## src/rtl/cubehash_pkg.sv

```systemverilog
// Shared types and sizes for the CubeHash host: block/word geometry and FSM states.
package cubehash_pkg;
  localparam int unsigned WORD_W = 16;
  localparam int unsigned BLK_W  = 256;
  localparam int unsigned WORDS  = 16;
  localparam int unsigned IDX_W  = 4;

  typedef enum logic [2:0] {
    IDLE  = 3'd0,
    INIT  = 3'd1,
    LOAD  = 3'd2,
    WAIT  = 3'd3,
    FETCH = 3'd4,
    DONE  = 3'd5,
    ERR   = 3'd6
  } state_t;

  // MSB position of word k inside a block, word 0 being the most significant.
  function automatic int unsigned word_msb(input int unsigned k);
    return BLK_W - 1 - WORD_W * k;
  endfunction
endpackage

```

## src/rtl/cubehash_word_mux.sv

```systemverilog
// Selects one 16-bit word out of a 256-bit block, word 0 being the most significant.
module cubehash_word_mux
  import cubehash_pkg::*;
(
  input  logic [BLK_W-1:0]  blk,
  input  logic [IDX_W-1:0]  idx,
  output logic [WORD_W-1:0] word
);

  always_comb begin
    word = '0;
    for (int i = 0; i < int'(WORDS); i++) begin
      if (idx == IDX_W'(i)) word = blk[word_msb(i) -: WORD_W];
    end
  end

endmodule

```

## src/rtl/cubehash_host.sv

```systemverilog
// Host sequencer for a word-serial CubeHash core: streams 256-bit message blocks
// in as 16-bit words, waits for the core ack and gathers the digest back.
module cubehash_host #(
  parameter int unsigned WORDS       = 16,
  parameter int unsigned ACK_TIMEOUT = 1024
) (
  input  logic                               clk,
  input  logic                               rst,
  input  logic                               msg_valid,
  output logic                               msg_ready,
  input  logic [cubehash_pkg::BLK_W-1:0]     msg_data,
  input  logic                               msg_first,
  input  logic                               msg_last,
  output logic                               dig_valid,
  input  logic                               dig_ready,
  output logic [cubehash_pkg::BLK_W-1:0]     dig_data,
  output logic                               err,
  output logic                               hc_init,
  output logic                               hc_load,
  output logic [cubehash_pkg::WORD_W-1:0]    hc_idata,
  output logic                               hc_fetch,
  input  logic [cubehash_pkg::WORD_W-1:0]    hc_odata,
  input  logic                               hc_ack
);
  import cubehash_pkg::*;

  localparam int unsigned CNT_W = $clog2(WORDS + 1);
  localparam int unsigned TO_W  = (ACK_TIMEOUT > 1) ? $clog2(ACK_TIMEOUT) : 1;

  state_t              state;
  logic [BLK_W-1:0]    msg_q;
  logic                last_q;
  logic [CNT_W-1:0]    cnt;
  logic [TO_W-1:0]     tcnt;
  logic [WORD_W-1:0]   mux_word;
  logic [IDX_W-1:0]    cap_idx;

  // Ready is a pure decode of the state register, forced low while in reset.
  assign msg_ready = (state == IDLE) && !rst;

  // In FETCH, the word arriving now belongs to the previous fetch cycle.
  assign cap_idx = IDX_W'(cnt - 1'b1);

  cubehash_word_mux u_word_mux (
    .blk  (msg_q),
    .idx  (cnt[IDX_W-1:0]),
    .word (mux_word)
  );

  always_ff @(posedge clk) begin
    if (rst) begin
      state     <= IDLE;
      msg_q     <= '0;
      last_q    <= 1'b0;
      cnt       <= '0;
      tcnt      <= '0;
      dig_valid <= 1'b0;
      dig_data  <= '0;
      err       <= 1'b0;
      hc_init   <= 1'b0;
      hc_load   <= 1'b0;
      hc_fetch  <= 1'b0;
      hc_idata  <= '0;
    end else begin
      unique case (state)
        IDLE: begin
          if (msg_valid) begin
            msg_q  <= msg_data;
            last_q <= msg_last;
            if (msg_first) begin
              state   <= INIT;
              hc_init <= 1'b1;
              cnt     <= '0;
            end else begin
              // Chained block: core keeps its state, first word comes straight from the input.
              state    <= LOAD;
              hc_load  <= 1'b1;
              hc_idata <= msg_data[BLK_W-1 -: WORD_W];
              cnt      <= CNT_W'(1);
            end
          end
        end
        INIT: begin
          state    <= LOAD;
          hc_init  <= 1'b0;
          hc_load  <= 1'b1;
          hc_idata <= mux_word;
          cnt      <= CNT_W'(1);
        end
        LOAD: begin
          if (cnt == CNT_W'(WORDS)) begin
            state   <= WAIT;
            hc_load <= 1'b0;
            tcnt    <= '0;
          end else begin
            hc_idata <= mux_word;
            cnt      <= cnt + 1'b1;
          end
        end
        WAIT: begin
          if (hc_ack) begin
            if (last_q) begin
              state    <= FETCH;
              hc_fetch <= 1'b1;
              cnt      <= '0;
            end else begin
              state <= IDLE;
            end
          end else if (tcnt == TO_W'(ACK_TIMEOUT - 1)) begin
            state <= ERR;
            err   <= 1'b1;
          end else begin
            tcnt <= tcnt + 1'b1;
          end
        end
        FETCH: begin
          if (cnt != '0) begin
            for (int i = 0; i < int'(WORDS); i++) begin
              if (cap_idx == IDX_W'(i)) dig_data[word_msb(i) -: WORD_W] <= hc_odata;
            end
          end
          if (cnt == CNT_W'(WORDS - 1)) hc_fetch <= 1'b0;
          if (cnt == CNT_W'(WORDS)) begin
            state     <= DONE;
            dig_valid <= 1'b1;
          end else begin
            cnt <= cnt + 1'b1;
          end
        end
        DONE: begin
          if (dig_ready) begin
            state     <= IDLE;
            dig_valid <= 1'b0;
          end
        end
        ERR: begin
          hc_init  <= 1'b0;
          hc_load  <= 1'b0;
          hc_fetch <= 1'b0;
        end
        default: state <= IDLE;
      endcase
    end
  end

endmodule

```

## config.mk

```make
export PLATFORM = sky130hd
export DESIGN_NAME = cubehash_host
export DESIGN_NICKNAME = d
export VERILOG_FILES = /design/src/rtl/cubehash_pkg.sv /design/src/rtl/cubehash_word_mux.sv /design/src/rtl/cubehash_host.sv
export SDC_FILE = /design/constraint.sdc
export NUM_CORES = 1
export LEC_CHECK = 0
export BUFFER_PORTS_ARGS = -buffer_cell sky130_fd_sc_hd__clkbuf_2
export CORE_ASPECT_RATIO = 1.2
export CORE_MARGIN = 2
export CORE_UTILIZATION = 43
export CTS_CLUSTER_SIZE = 40
export DETAILED_ROUTE_END_ITERATION = 16
export PLACE_DENSITY_LB_ADDON = 0.05
export SLEW_MARGIN = 20
export SYNTH_ARGS = -nofsm -noshare
export SYNTH_HDL_FRONTEND = slang
export SYNTH_SLANG_ARGS = --single-unit
```

## constraint.sdc

```tcl
create_clock -name clk -period 2.7 [get_ports clk]
set_input_delay 0.675 -clock clk [delete_from_list [all_inputs] [get_ports clk]]
set_output_delay 0.675 -clock clk [all_outputs]
set_load 0.01 [all_outputs]
```

==> flow_summary.json <==
{
  "status": "finished clean",
  "drive_above_1_share": 0.232,
  "synth_xor_xnor_area_share": 0.00373,
  "synth-compound-area-share": 0.190,
  "overflow": 0,
  "synth.distinct_cells": 85,
  "clk_pin_slew_ps": 70,
  "setup.worst_path.start_class": "register",
  "drc": 0,
  "powerDensity_nw_per_um2": 699,
  "routedWlPerCell_um": 20.9,
  "cap_viol_max_count": 0,
  "ys_ff_latch": 552,
  "slowest_delay_ps": 440,
  "vias": 22200,
  "tightestPinTransition_ps": 1180,
  "fin_util": 0.533,
  "ys_seq_area_frac": 0.471,
  "floorplan.io_pins": 557,
  "yosys.area_share.simple": 0.215,
  "avgSynthCellArea_um2": 8.00,
  "root_buffer": "clkbuf_16",
  "post-place-cells": 4024,
  "fin_ws_ps": 111,
  "htree_levels": 2,
  "drt_iter0_drc": 1807,
  "cts_tree": "built",
  "seq_area_um2": 11100,
  "dp_hpwl_um": 63900,
  "p_sw_frac": 0.286,
  "finalMaxSlewViolations": 0,
  "slew_headroom": 0.216,
  "coreArea_um2": 53800,
  "num-nets-final": 3662,
  "power_leakage_nw": 11.9,
  "die_w_um": 217,
  "start_util": 0.436,
  "synthArstFlopShare": 0,
  "combPwrFrac": 0.163,
  "antenna_found_initial": 5,
  "timing.critical_path.fanout_max": 49,
  "crit_path_end_kind": "register",
  "fin_crit_sh": 0.959,
  "dr.pass1.iters": 6,
  "syn_to_final_growth_pct": 22.2,
  "peakVddDrop_uv": 432,
  "cp.arrival_ps": 3080,
  "syn_area_um2": 23500,
  "synth_warnings": 0,
  "clockBufferDepth": 3,
  "met1_usage": 0.364,
  "grt_pass1_wl_um": 128000,
  "grt_pass1_vias": 21100,
  "synth_cells": 2932,
  "crit_chain": "inv_1 > ha_4 > buf_12 > nor3b_2 > nor2_1 > a2111oi_2 > o211ai_1 > a211o_1",
  "portBuffers": 556,
  "drt.antenna.violating_nets": 0,
  "final-hold-violation-count": 0,
  "cts-buffers-inserted": 56,
  "synth_adder_area_share": 0.00533,
  "period_needed_ps": 2590,
  "dieArea_um2": 56500,
  "cp_num_buf_inv": 2,
  "wl_um": 86200,
  "use_met2": 0.518,
  "fmax_mhz": 386,
  "rows": 93,
  "cts_num_sinks": 552,
  "power.switching_mw": 5.73,
  "share_seq_of_total_power": 0.444,
  "grt_max_degree": 257,
  "clkPwrFrac": 0.393,
  "hp-class": "input port to register",
  "viasPerCell": 5.38,
  "clock_skew_ps": 16.8,
  "critical-path-top-delay-family": "compound AO/OA/AOI/OAI gates",
  "place_ws_ps": -65.0,
  "track_usage": 0.293,
  "critical_path_required_ps": 3190,
  "synth_top_family_by_area": "simple AND/OR/NAND/NOR gates",
  "synth_edf_count": 0,
  "met3_usage": 0.0419,
  "synth_ff_type": "dfxtp_1",
  "rsz0062_at_grt": "no",
  "gr-max-usage-layer": "met2",
  "critPathSlowestCell": "dfxtp_1",
  "finalNonFillerCells": 4130,
  "gp_congestion": 0.861,
  "power_mw": 20.1,
  "clk_latency_ps": 610,
  "muxShareOfSynthArea": 0.0550,
  "multi_input_area_um2": 11100,
  "p_int_mw": 14.3,
  "finalSetupViolations": 0,
  "die_height_um": 260,
  "worstSetupPathType": "register to register",
  "fillerInstances": 5212,
  "synth_nets": 3221
}
## cells by family after synthesis
group	count (synthesis)
AND/OR/NAND/NOR	1208
XOR/XNOR	10
multiplexers	129
buffers and inverters	291
adder cells (fa/ha/maj)	10
AO/OA/AOI/OAI	732
flip-flops	552
## state kept, by name, summed over array words and instances (netlist names)
signal     flops
state          3
msg_q        256
dig_data     256
err            1
last_q         1
dig_valid      1
hc_load        1
hc_init        1
cnt            5
tcnt          10
hc_idata      16
hc_fetch       1
## worst min-delay path, stage by stage
cell,delay [ps]
clkbuf_2,80
nand2_1,50
a21oi_1,50
## repair_timing
action / 4_1_cts / 5_1_grt
hold buffers: 0 / 0
buffers inserted: 0 / 3
setup endpoints to repair: 39 / 137
resized for setup: 5 / 13
## final timing paths
kind	start	to	slack, ps	depth (start not counted)
max	cnt[1]	hc_idata[14]	110	8
min	msg_data[217]	msg_q[217]	280	3
max reg2reg	cnt[1]	hc_idata[14]	110	8
min reg2reg	msg_q[79]	msg_q[79]	450	2
## final cells by class
class / instances / share of cell area
diodes: 2 / 0.000175
clock buffers: 78 / 0.0542
clock inverters: 23 / 0.0104
inverters: 35 / 0.00458
multi-input cells: 2089 / 0.389
flip-flops and latches: 552 / 0.385
well taps: 712 / 0.0311
repair buffers: 639 / 0.126
## metrics by stage
stage	area, um^2	hold WS (ps)	TNS (ps)
finish	28700	283	0
detailed placement	26700	442	-777
floorplan	23500	431	0
CTS	28600	258	0
global route	28700	271	0
global placement	26700	441	-193
## power groups by stage
stage                     logic (mW)  clock network, mW  registers (mW)
after floorplan                 1.96                  0            8.97
after global placement          3.19                  0            9.07
after detailed placement        3.22                  0            9.07
after CTS                       3.24               8.03            8.90
after global routing            3.55               8.36            8.94
final                           3.26               7.89            8.90
## cells in the mapped netlist (all sizes together), types with 9 or more instances
library cell | count | area (um^2)
nand2 | 854 | 3210
dfxtp | 552 | 11100
a21oi | 464 | 2360
nor2 | 185 | 697
buf | 130 | 790
mux2i | 129 | 1290
clkbuf | 126 | 479
o21ai | 64 | 324
nand3 | 39 | 210
inv | 33 | 124
a211oi | 27 | 223
nor2b | 23 | 144
o211ai | 23 | 208
a221oi | 22 | 205
nand2b | 20 | 128
a22oi | 18 | 135
nand3b | 18 | 135
nor3b | 17 | 149
a21o | 14 | 105
ha | 10 | 125
o2bb2ai | 10 | 87.6
xnor2 | 10 | 87.6
nor3 | 9 | 45.0
## placed cells by master, fill, tap and decap left out, types with 32 or more instances in the layout
cell,count
nand2_1,854
clkbuf_2,555
dfxtp_1,550
a21oi_1,461
nor2_1,182
mux2i_1,129
buf_4,68
o21ai_0,59
clkbuf_16,56
nand3_1,36
inv_1,32
## per-layer routing
metal / up-vias / part of all wire
met5: - / 0.00039
met4: 6 / 0.033
met3: 142 / 0.058
met2: 810 / 0.50
met1: 10500 / 0.41
li1: 10800 / -
No activity file was read; power rests on OpenSTA's default activity.
